$ cat config.mk
export PLATFORM = sky130hd
export DESIGN_NAME = slice_extractor
export DESIGN_NICKNAME = d
export VERILOG_FILES = /design/src/rtl/slice_extractor.sv
export SDC_FILE = /design/constraint.sdc
export NUM_CORES = 1
export LEC_CHECK = 0
export BUFFER_PORTS_ARGS = -buffer_cell sky130_fd_sc_hd__buf_2
export CAP_MARGIN = 15
export CORE_ASPECT_RATIO = 1.1
export CORE_MARGIN = 2
export CORE_UTILIZATION = 30
export CTS_CLUSTER_DIAMETER = 100
export DETAILED_ROUTE_END_ITERATION = 12
export HOLD_SLACK_MARGIN = 0.15
export PLACE_DENSITY = 0.55
export RECOVER_POWER = 100
export SYNTH_ARGS = -nofsm -noshare
export SYNTH_HDL_FRONTEND = slang
export SYNTH_SLANG_ARGS = --single-unit
$ cat constraint.sdc
create_clock -name clk -period 1.44 [get_ports clk]
set_clock_uncertainty 0.1 [all_clocks]
set_input_delay 0 -clock clk [delete_from_list [all_inputs] [get_ports clk]]
set_output_delay 0 -clock clk [all_outputs]
set_load 0.02 [all_outputs]
$ cat src/rtl/slice_extractor.sv
// rtl/slice_extractor.sv - streams one WIDTH-bit word out as SLICE-bit chunks from a dynamic start index
// Optional build macro: SLICE_EXTRACTOR_DESCEND_EN (emit slices in descending index order)
module slice_extractor #(
  parameter int WIDTH  = 32,
  parameter int SLICE  = 8,
  parameter int NSLICE = WIDTH / SLICE,
  parameter int IDXW   = $clog2(NSLICE),
  parameter int LENW   = $clog2(NSLICE + 1)
) (
  input  logic             clk,
  input  logic             rst,
  input  logic             in_valid,
  output logic             in_ready,
  input  logic [WIDTH-1:0] in_data,
  input  logic [IDXW-1:0]  in_start,
  input  logic [LENW-1:0]  in_len,
  output logic             out_valid,
  input  logic             out_ready,
  output logic [SLICE-1:0] out_data,
  output logic [IDXW-1:0]  out_idx,
  output logic             out_last
);

  typedef enum logic {
    S_IDLE = 1'b0,
    S_EMIT = 1'b1
  } state_t;

  // NSLICE itself may not fit in IDXW bits (power-of-2 case), so the start
  // index wrap test is done one bit wider.
  localparam logic [IDXW:0]   NS_X     = (IDXW + 1)'(NSLICE);
  localparam logic [IDXW-1:0] LAST_IDX = IDXW'(NSLICE - 1);
  localparam logic [LENW-1:0] NS_LEN   = LENW'(NSLICE);

  state_t           r_state;
  state_t           w_next_state;
  logic [WIDTH-1:0] r_word;
  logic [IDXW-1:0]  r_idx;
  logic [LENW-1:0]  r_rem;

  logic             w_accept;
  logic             w_out_hs;
  logic             w_last;
  logic [IDXW:0]    w_start_x;
  logic [IDXW-1:0]  w_start_mod;
  logic [LENW-1:0]  w_eff_len;
  logic [IDXW-1:0]  w_idx_next;
  logic [SLICE-1:0] w_slice;

  assign out_valid = (r_state == S_EMIT);
  assign w_last    = out_valid && (r_rem == LENW'(1));
  assign out_last  = w_last;
  assign out_idx   = r_idx;
  assign out_data  = w_slice;
  assign w_out_hs  = out_valid && out_ready;

  // Ready while idle, or on the final handshake so the next word follows with no bubble.
  assign in_ready  = (r_state == S_IDLE) || (w_out_hs && w_last);
  assign w_accept  = in_valid && in_ready;

  // Out-of-range start indices can only exceed NSLICE by less than NSLICE,
  // so one conditional subtract is a full modulo reduction.
  assign w_start_x   = {1'b0, in_start};
  assign w_start_mod = (w_start_x >= NS_X) ? IDXW'(w_start_x - NS_X) : in_start;

  // Zero requests a full word; oversize requests are clamped to a full word.
  assign w_eff_len   = ((in_len == '0) || (in_len > NS_LEN)) ? NS_LEN : in_len;

`ifdef SLICE_EXTRACTOR_DESCEND_EN
  assign w_idx_next  = (r_idx == '0) ? LAST_IDX : (r_idx - IDXW'(1));
`else
  assign w_idx_next  = (r_idx == LAST_IDX) ? '0 : (r_idx + IDXW'(1));
`endif

  // Select the slice addressed by the current index.
  always_comb begin
    w_slice = '0;
    for (int i = 0; i < NSLICE; i++) begin
      if (r_idx == IDXW'(i)) begin
        w_slice = r_word[i*SLICE +: SLICE];
      end
    end
  end

  // State register.
  always_ff @(posedge clk or posedge rst) begin
    if (rst) begin
      r_state <= S_IDLE;
    end else begin
      r_state <= w_next_state;
    end
  end

  // Next state: leave EMIT after the last handshake unless a new word is taken in the same cycle.
  always_comb begin
    w_next_state = r_state;
    case (r_state)
      S_IDLE: begin
        if (w_accept) begin
          w_next_state = S_EMIT;
        end
      end
      S_EMIT: begin
        if (w_out_hs && w_last && !w_accept) begin
          w_next_state = S_IDLE;
        end
      end
      default: w_next_state = S_IDLE;
    endcase
  end

  // Word, index and remaining-count registers; a new accept takes priority over the final step.
  always_ff @(posedge clk or posedge rst) begin
    if (rst) begin
      r_word <= '0;
      r_idx  <= '0;
      r_rem  <= '0;
    end else if (w_accept) begin
      r_word <= in_data;
      r_idx  <= w_start_mod;
      r_rem  <= w_eff_len;
    end else if (w_out_hs) begin
      r_idx  <= w_idx_next;
      r_rem  <= r_rem - LENW'(1);
    end
  end

endmodule

==> summary.md, run 1 <==
| Metric | Value |
|---|---|
| Die Span Y | `roughly 90 um` |
| Final HPWL DP | `approximately 3500 um` |
| Fin crit period | `about 1.8 ns` |
| Power per cell area | `between 2000 and 2500 nW/um2` |
| Hold EP | `r_word[17]$_DFFE_PP0P_` |
| Largest stage delay on the critical path | `roughly 0.44 ns` |
| Wire length per cell | `~15 um` |
| Core area | `around 6700 um2` |
| Vias in the first global route | `just under 2000` |
| Synth Register Bits | `38` |
| Worst skew pair latency | `0.29 ns` |
| Dpl ws | `-0.192 ns` |
| Cell with the most instances after synthesis | `dfrtp_1` |
| Root Buffer | `clkbuf_8` |
| Worst reg2reg path endpoint | `r_word[8]$_DFFE_PP0P_` |
| Drt first-iter violations | `74` |
| Worst-Margin Slew | `around 0.9 ns` |
| Synthesized area per cell | `11.1 um2` |
| Final period util | `1.24` |
| Placement Cell Area | `about 2600 um2` |
| Hold path cells | `4` |
| Layout cells sized above 1 | `0.575` |
| Max_slew headroom | `0.416` |
| Mapped cell area | `between 2000 and 2500 um2` |
| Warnings, synthesis | `0` |
| R2r setup slk | `-0.19 ns` |
| Io pins | `between 50 and 60` |
| Hold Fails Final Rpt | `0` |
| Netlist cell types | `36` |
| Fin. max-slew vios | `0` |
| Initial Util | `0.312` |
| Setup ws final | `-0.339 ns` |
| DR DRC count | `0` |
| TritonCTS clock tree | `built` |
| FP Rows | `31` |
| HP Start | `in_valid` |
| Fmax | `0.562 GHz` |
| Reg area | `roughly 950 um2` |
| Max IR drop VDD | `between 1.5 and 2 mV` |
| First-pass GRT wire length | `9410 um` |
| RR Startpoint | `r_rem[1]$_DFFE_PP0P_` |
| Cts bufs inserted | `5` |
| RSZ-0062 raised after global routing | `yes` |
| Multi-input gate area | `1370 um2` |
| Fillers | `approximately 600` |
| Synth area leaders | `dfrtp_1, mux2_4, o21ai_0` |
| Top FF cell, synth | `dfrtp_1` |
| Post-synth net total | `approximately 240` |
| Total GRT Usage | `0.153` |
| Crit-path leading delay family | `compound AO/OA/AOI/OAI gates` |
| Number of synthesized flops with an enable pin | `0` |
| Fraction of registers with async set/reset | `1.00` |
| Sink Count | `38` |
| CP max FO | `5` |
| Max clock buf depth | `2` |
| Worst Setup Start Kind | `register` |
| Top cell type's share of synthesized area | `0.456` |
| CP Buf/Inv Count | `3` |
| Lkg Pwr | `~0.0017 uW` |
| Vias/cell | `around 4.7` |
| Pre-antenna DRT Iters | `4` |
| Die X | `about 83 um` |
| Status | `finished with violations` |
| Sequential element share of the synthesized area | `0.456` |
| Worst path cell trace | `inv_4 -> ha_4 -> buf_12 -> a21oi_2 -> o21ai_2 -> a22o_1 -> buf_6` |
| Post-Synthesis Cells | `roughly 190` |
| Violated checks | `setup timing` |
| # diodes | `0` |
| Fin Setup TNS | `-6.66 ns` |
| Die area | `7630 um2` |
| Post-synth top area cell | `dfrtp_1` |
| Initial antenna violation count | `0` |
| Overflow after GRT | `0` |
| Worst setup EP type | `output pin` |
| Largest net degree at the start of global routing | `39` |
| Crit path DAT | `around 1.7 ns` |
| Setup violators final | `between 40 and 50` |
| Final net count | `360` |
| Port buffer count | `53` |
| CTS clk-pin slew, worst paths | `around 0.08 ns` |
| CP max-delay cell | `dfrtp_2` |
| Final wirelength | `5890 um` |
| Via count | `roughly 1900` |
| Worst path required time | `~1.3 ns` |
| CTS H-tree depth | `2` |
| Routability cong. | `0.762` |
| Max cap viols | `0` |
| Commonest cells in the netlist | `dfrtp_1, o21ai_0, mux2_4` |
| Min-Delay Path Class | `in -> reg` |
| Crit Path Class | `reg -> out` |
| Antenna-violating nets left | `0` |
| FF-to-FF path depth | `6` |
| P&R area growth vs syn | `77.0%` |
| Fin area | `about 3700 um2` |
layout make-up:
type                       count  share of cell area
multi-input combinational    123               0.372
timing repair buffer         126               0.291
sequential                    38               0.259
tap                           82              0.0278
inverter                      18              0.0197
clock buffer                   5              0.0187
clock inverter                 3              0.0122
worst reg2reg max path: cells and delay by family (launching register included):
kind / cells / cell delay (ns)
fa+ha+maj: 1 / 0.15
mux: 1 / 0.31
simple gates: 2 / 0.28
flops: 1 / 0.40
buf+inv: 2 / 0.29
where the power goes:
part	switching [uW]	internal (uW)	leakage, uW
logic	2130	2650	0.00118
registers	386	1610	0.000450
clock network	416	516	0.0000504
cells in the final DEF, fill, tap and decap left out, types with 2 or more instances in the layout:
cell type      count
clkbuf_8           5
o21ai_1            4
o21ai_4            4
ha_4               6
a21oi_4            3
nor2_4             2
buf_6             22
clkinvlp_4         2
nand2_1           11
mux2_4            25
dlygate4sd3_1     42
o21ai_2           17
a21oi_1            5
nor2_1             3
dfrtp_1           35
dfrtp_2            3
a22o_1             8
a21oi_2           10
buf_2             44
buf_12             4
inv_1             15
inv_4              2
buf_4             14
nand2b_4           3
nand2_8            4
kinds of logic after synthesis:
kind of cell             synth area share
buffers and inverters              0.0816
flip-flops                          0.456
AND/OR/NAND/NOR                    0.0720
multiplexers                        0.176
adder cells (fa/ha/maj)            0.0420
AO/OA/AOI/OAI                       0.172
state kept, by name, summed over array words and instances, names as in the netlist:
signal,cells
r_rem,3
out_idx,2
r_word,32
out_valid,1
through the flow:
stage / util / hold WS (ns) / std cells / power, uW
after floorplan: - / 0.00829 / 188 / 4280
after global placement: 0.385 / 0.0413 / 329 / 5150
after detailed placement: 0.385 / 0.0525 / 329 / 5190
after CTS: 0.514 / 0.221 / 387 / 7180
after global routing: 0.553 / 0.257 / 395 / 8200
final: 0.553 / 0.249 / 395 / 7710
worst max-delay path by stage:
stage               slack, ns  cells past startpoint                      to                    from
finish                  -0.34                      7             out_data[5]  out_idx[1]$_DFFE_PP0P_
global route            -0.39                      7             out_data[5]  out_idx[1]$_DFFE_PP0P_
CTS                     -0.31                      6             out_data[0]  out_idx[1]$_DFFE_PP0P_
detailed placement      -0.19                      5  r_word[14]$_DFFE_PP0P_    r_rem[1]$_DFFE_PP0P_
global placement        -0.16                      5  r_word[24]$_DFFE_PP0P_    r_rem[1]$_DFFE_PP0P_
floorplan               -0.06                      6   r_word[0]$_DFFE_PP0P_    r_rem[1]$_DFFE_PP0P_
metal layers:
| metal | up-vias | track usage | part of all wire |
|---|---|---|---|
| met2 | 41 | 0.268 | 0.51 |
| met3 | 5 | 0.0273 | 0.037 |
| li1 | 912 | - | - |
| met5 | - | 0 | 0 |
| met1 | 899 | 0.201 | 0.45 |
| met4 | 0 | 0.0282 | 0.0053 |
what timing repair did:
action                                 4_1_cts  5_1_grt
endpoints found under the hold margin       76        0
setup endpoints to repair                   46       48
pin swaps                                   16       16
hold buffers                                42        0
cloned                                       3        0
buffers inserted                             7       11
resized for setup                           79       46
(Power assumes the default switching activity.)
==> run 2, diff against run 1 <==
--- a/config.mk
+++ b/config.mk
@@ -5,6 +5,7 @@
 export SDC_FILE = /design/constraint.sdc
 export NUM_CORES = 1
 export LEC_CHECK = 0
+export ABC_AREA = 1
 export BUFFER_PORTS_ARGS = -buffer_cell sky130_fd_sc_hd__buf_2
 export CAP_MARGIN = 15
 export CORE_ASPECT_RATIO = 1.1
==> run 2 against run 1 <==
Effect of this change:
- the run still ends with setup timing left
- first-iteration DRC count rose by 89%
- final cell count is 17% higher
- global-route usage increased by 4.7 points
- register-to-register slack improved by 0.07 ns
- design area is 2.7% higher
- count of clock-buffer cells in the layout grew 2
- critical path depth stayed put
- critical path type unchanged
- critical endpoint is now out_data[3]
==> summary.md, run 2 <==
| Metric | Value |
|---|---|
| Fmax | `between 0.5 and 0.6 GHz` |
| Cell with the most instances after synthesis | `nand2_1` |
| Vias/cell | `between 4 and 5` |
| Worst Setup Start Kind | `register` |
| Post-synth top area cell | `dfrtp_1` |
| Hold Fails Final Rpt | `0` |
| Crit Path Class | `reg -> out` |
| Finished Layout Cells | `around 460` |
| Synthesized area per cell | `~7.7 um2` |
| Antenna-violating nets left | `0` |
| Initial antenna violation count | `0` |
| Setup violators final | `46` |
| Die X | `roughly 82 um` |
| Max IR drop VDD | `1.07 mV` |
| CP max FO | `7` |
| Post-synth net total | `approximately 310` |
| Initial Util | `0.306` |
| # diodes | `0` |
| Max_slew headroom | `0.609` |
| Top cell type's share of synthesized area | `0.477` |
| Die area | `7310 um2` |
| Post-layout util | `0.581` |
| Final net count | `~430` |
| Largest net degree at the start of global routing | `23` |
| CTS H-tree depth | `2` |
| Number of synthesized flops with an enable pin | `0` |
| Status | `finished with violations` |
| Warnings, synthesis | `0` |
| Netlist cell types | `19` |
| Total GRT Usage | `0.200` |
| Final period util | `1.24` |
| Commonest non-fill, non-tap cell in the layout | `nand2_1` |
| FP Rows | `31` |
| Via count | `roughly 2200` |
| Power per cell area | `between 2000 and 2500 nW/um2` |
| Pre-antenna DRT Iters | `4` |
| Min-Delay Path Class | `in -> async` |
| Max clock buf depth | `2` |
| DR DRC count | `0` |
| Placed cell count | `400` |
| Synth Register Bits | `38` |
| Core area | `about 6500 um2` |
| RSZ-0062 raised after global routing | `yes` |
| Pwr Total | `approximately 7800 uW` |
| Port buffer count | `53` |
| Most frequent cells in the layout | `nand2_1, buf_2, dlygate4sd3_1` |
| Final wirelength | `between 6000 and 7000 um` |
| Sink Count | `38` |
| Register with the most flip-flops | `r_word` |
| Lkg Pwr | `between 0.0015 and 0.002 uW` |
| Crit path DAT | `1.69 ns` |
| Post-Synthesis Cells | `approximately 260` |
| Fin crit period | `about 1.8 ns` |
| Setup ws final | `-0.345 ns` |
| Number of flip-flops under the largest register name | `32` |
| Commonest cells in the netlist | `nand2_1, nand3_1, dfrtp_1` |
| Fin area | `between 3000 and 4000 um2` |
| Worst setup EP type | `output pin` |
| Mapped cell area | `between 1500 and 2000 um2` |
| Sequential element share of the synthesized area | `0.477` |
| Fin Setup TNS | `-5.17 ns` |
| Routability cong. | `just under 0.8` |
| Root Buffer | `clkbuf_8` |
| Max cap viols | `0` |
| First-pass GRT wire length | `roughly 11000 um` |
| Worst skew pair latency | `about 0.30 ns` |
| Die Span Y | `between 80 and 90 um` |
| Drt first-iter violations | `between 100 and 150` |
| Vias in the first global route | `about 2300` |
| Worst path required time | `around 1.3 ns` |
| R2r setup slk | `-0.12 ns` |
| TritonCTS clock tree | `built` |
| Worst-Margin Slew | `around 0.59 ns` |
| Violated checks | `setup timing` |
| Cts bufs inserted | `5` |
| Layout cells sized above 1 | `0.518` |
| Final HPWL DP | `approximately 3900 um` |
| Top FF cell, synth | `dfrtp_1` |
| Fin. max-slew vios | `0` |
| Placement Cell Area | `around 2500 um2` |
| Fraction of registers with async set/reset | `1.00` |
| Wire length per cell | `between 10 and 15 um` |
| CTS clk-pin slew, worst paths | `roughly 0.08 ns` |
| P&R area growth vs syn | `90.1%` |
| Io pins | `54` |
| Overflow after GRT | `0` |
| Synth area leaders | `dfrtp_1, nand2_1, nand3_1` |
-- run 2: changes by cell type in the layout (fill, tap and decap cells not counted), moves of 15 or more --
cell | before | now
nand2_1 | 11 | 47
nand2_2 | 0 | 32
mux2_4 | 25 | 0
nand3_2 | 0 | 22
nand3_1 | 1 | 18
nand2_4 | 0 | 16
o21ai_2 | 17 | 2
-- run 2: worst max-delay path, stage by stage, from the launching register on --
cell and delay, ns:
dfrtp_2 0.45, buf_6 0.13, ha_4 0.16, inv_6 0.08, buf_4 0.13, o211ai_1 0.12
a21oi_2 0.16, buf_4 0.15
-- run 2: routing by layer --
metal	GRT usage	part of all wire	vias to the layer above
li1	-	-	1079
met1	0.248	0.42	1045
met2	0.356	0.53	51
met3	0.0364	0.036	12
met4	0.0561	0.017	0
met5	0	0	-
-- run 2: cell families (layout without fill, tap and decap cells) --
logic type               after synthesis  count (layout)  share of synthesized area
AND/OR/NAND/NOR                      150             150                      0.310
flip-flops                            38              38                      0.477
buffers and inverters                 35             158                     0.0829
AO/OA/AOI/OAI                         28              28                     0.0810
adder cells (fa/ha/maj)                7               7                     0.0440
XOR/XNOR                               1               1                    0.00440
-- run 2: through the flow --
stage	setup WS (ns)	hold WS, ns
CTS	-0.336	0.246
finish	-0.345	0.199
global placement	-0.126	0.0119
floorplan	0.0161	0.0445
detailed placement	-0.141	0.0148
global route	-0.405	0.247
-- run 2: layout make-up --
| type | count | area, um2 |
|---|---|---|
| flip-flops and latches | 38 | 953 |
| fillers | 582 | 2730 |
| repair buffers | 131 | 1190 |
| clock buffers | 7 | 86.3 |
| multi-input cells | 186 | 1370 |
| inverters | 19 | 86.3 |
| well taps | 82 | 103 |
| clock inverters | 1 | 5.00 |
-- run 2: final timing paths --
| path | startpoint | end | cells after the start |
|---|---|---|---|
| worst max-delay path | out_idx[0]$_DFFE_PP0P_ | out_data[3] | 7 |
| worst min-delay path | rst | r_word[5]$_DFFE_PP0P_ | 3 |
| worst max register to register | r_rem[1]$_DFFE_PP0P_ | out_idx[0]$_DFFE_PP0P_ | 10 |
| worst min register to register | r_word[16]$_DFFE_PP0P_ | r_word[16]$_DFFE_PP0P_ | 2 |
| max in group asynchronous | rst | r_word[17]$_DFFE_PP0P_ | 4 |
| min in group clk | in_data[4] | r_word[4]$_DFFE_PP0P_ | 4 |
-- run 2: report_power, final --
| group | total [uW] | internal (uW) | switching (uW) |
|---|---|---|---|
| Clock | 784 | 387 | 397 |
| Combinational | 5020 | 2480 | 2540 |
| Sequential | 1960 | 1550 | 414 |
-- run 2: repair_timing --
item                                   CTS  global route
pin swaps                               27            25
gates cloned                             7             0
setup endpoints to repair               48            48
hold buffers                            40             0
setup buffers                           13             2
resized for setup                       94            76
endpoints found under the hold margin   76             0
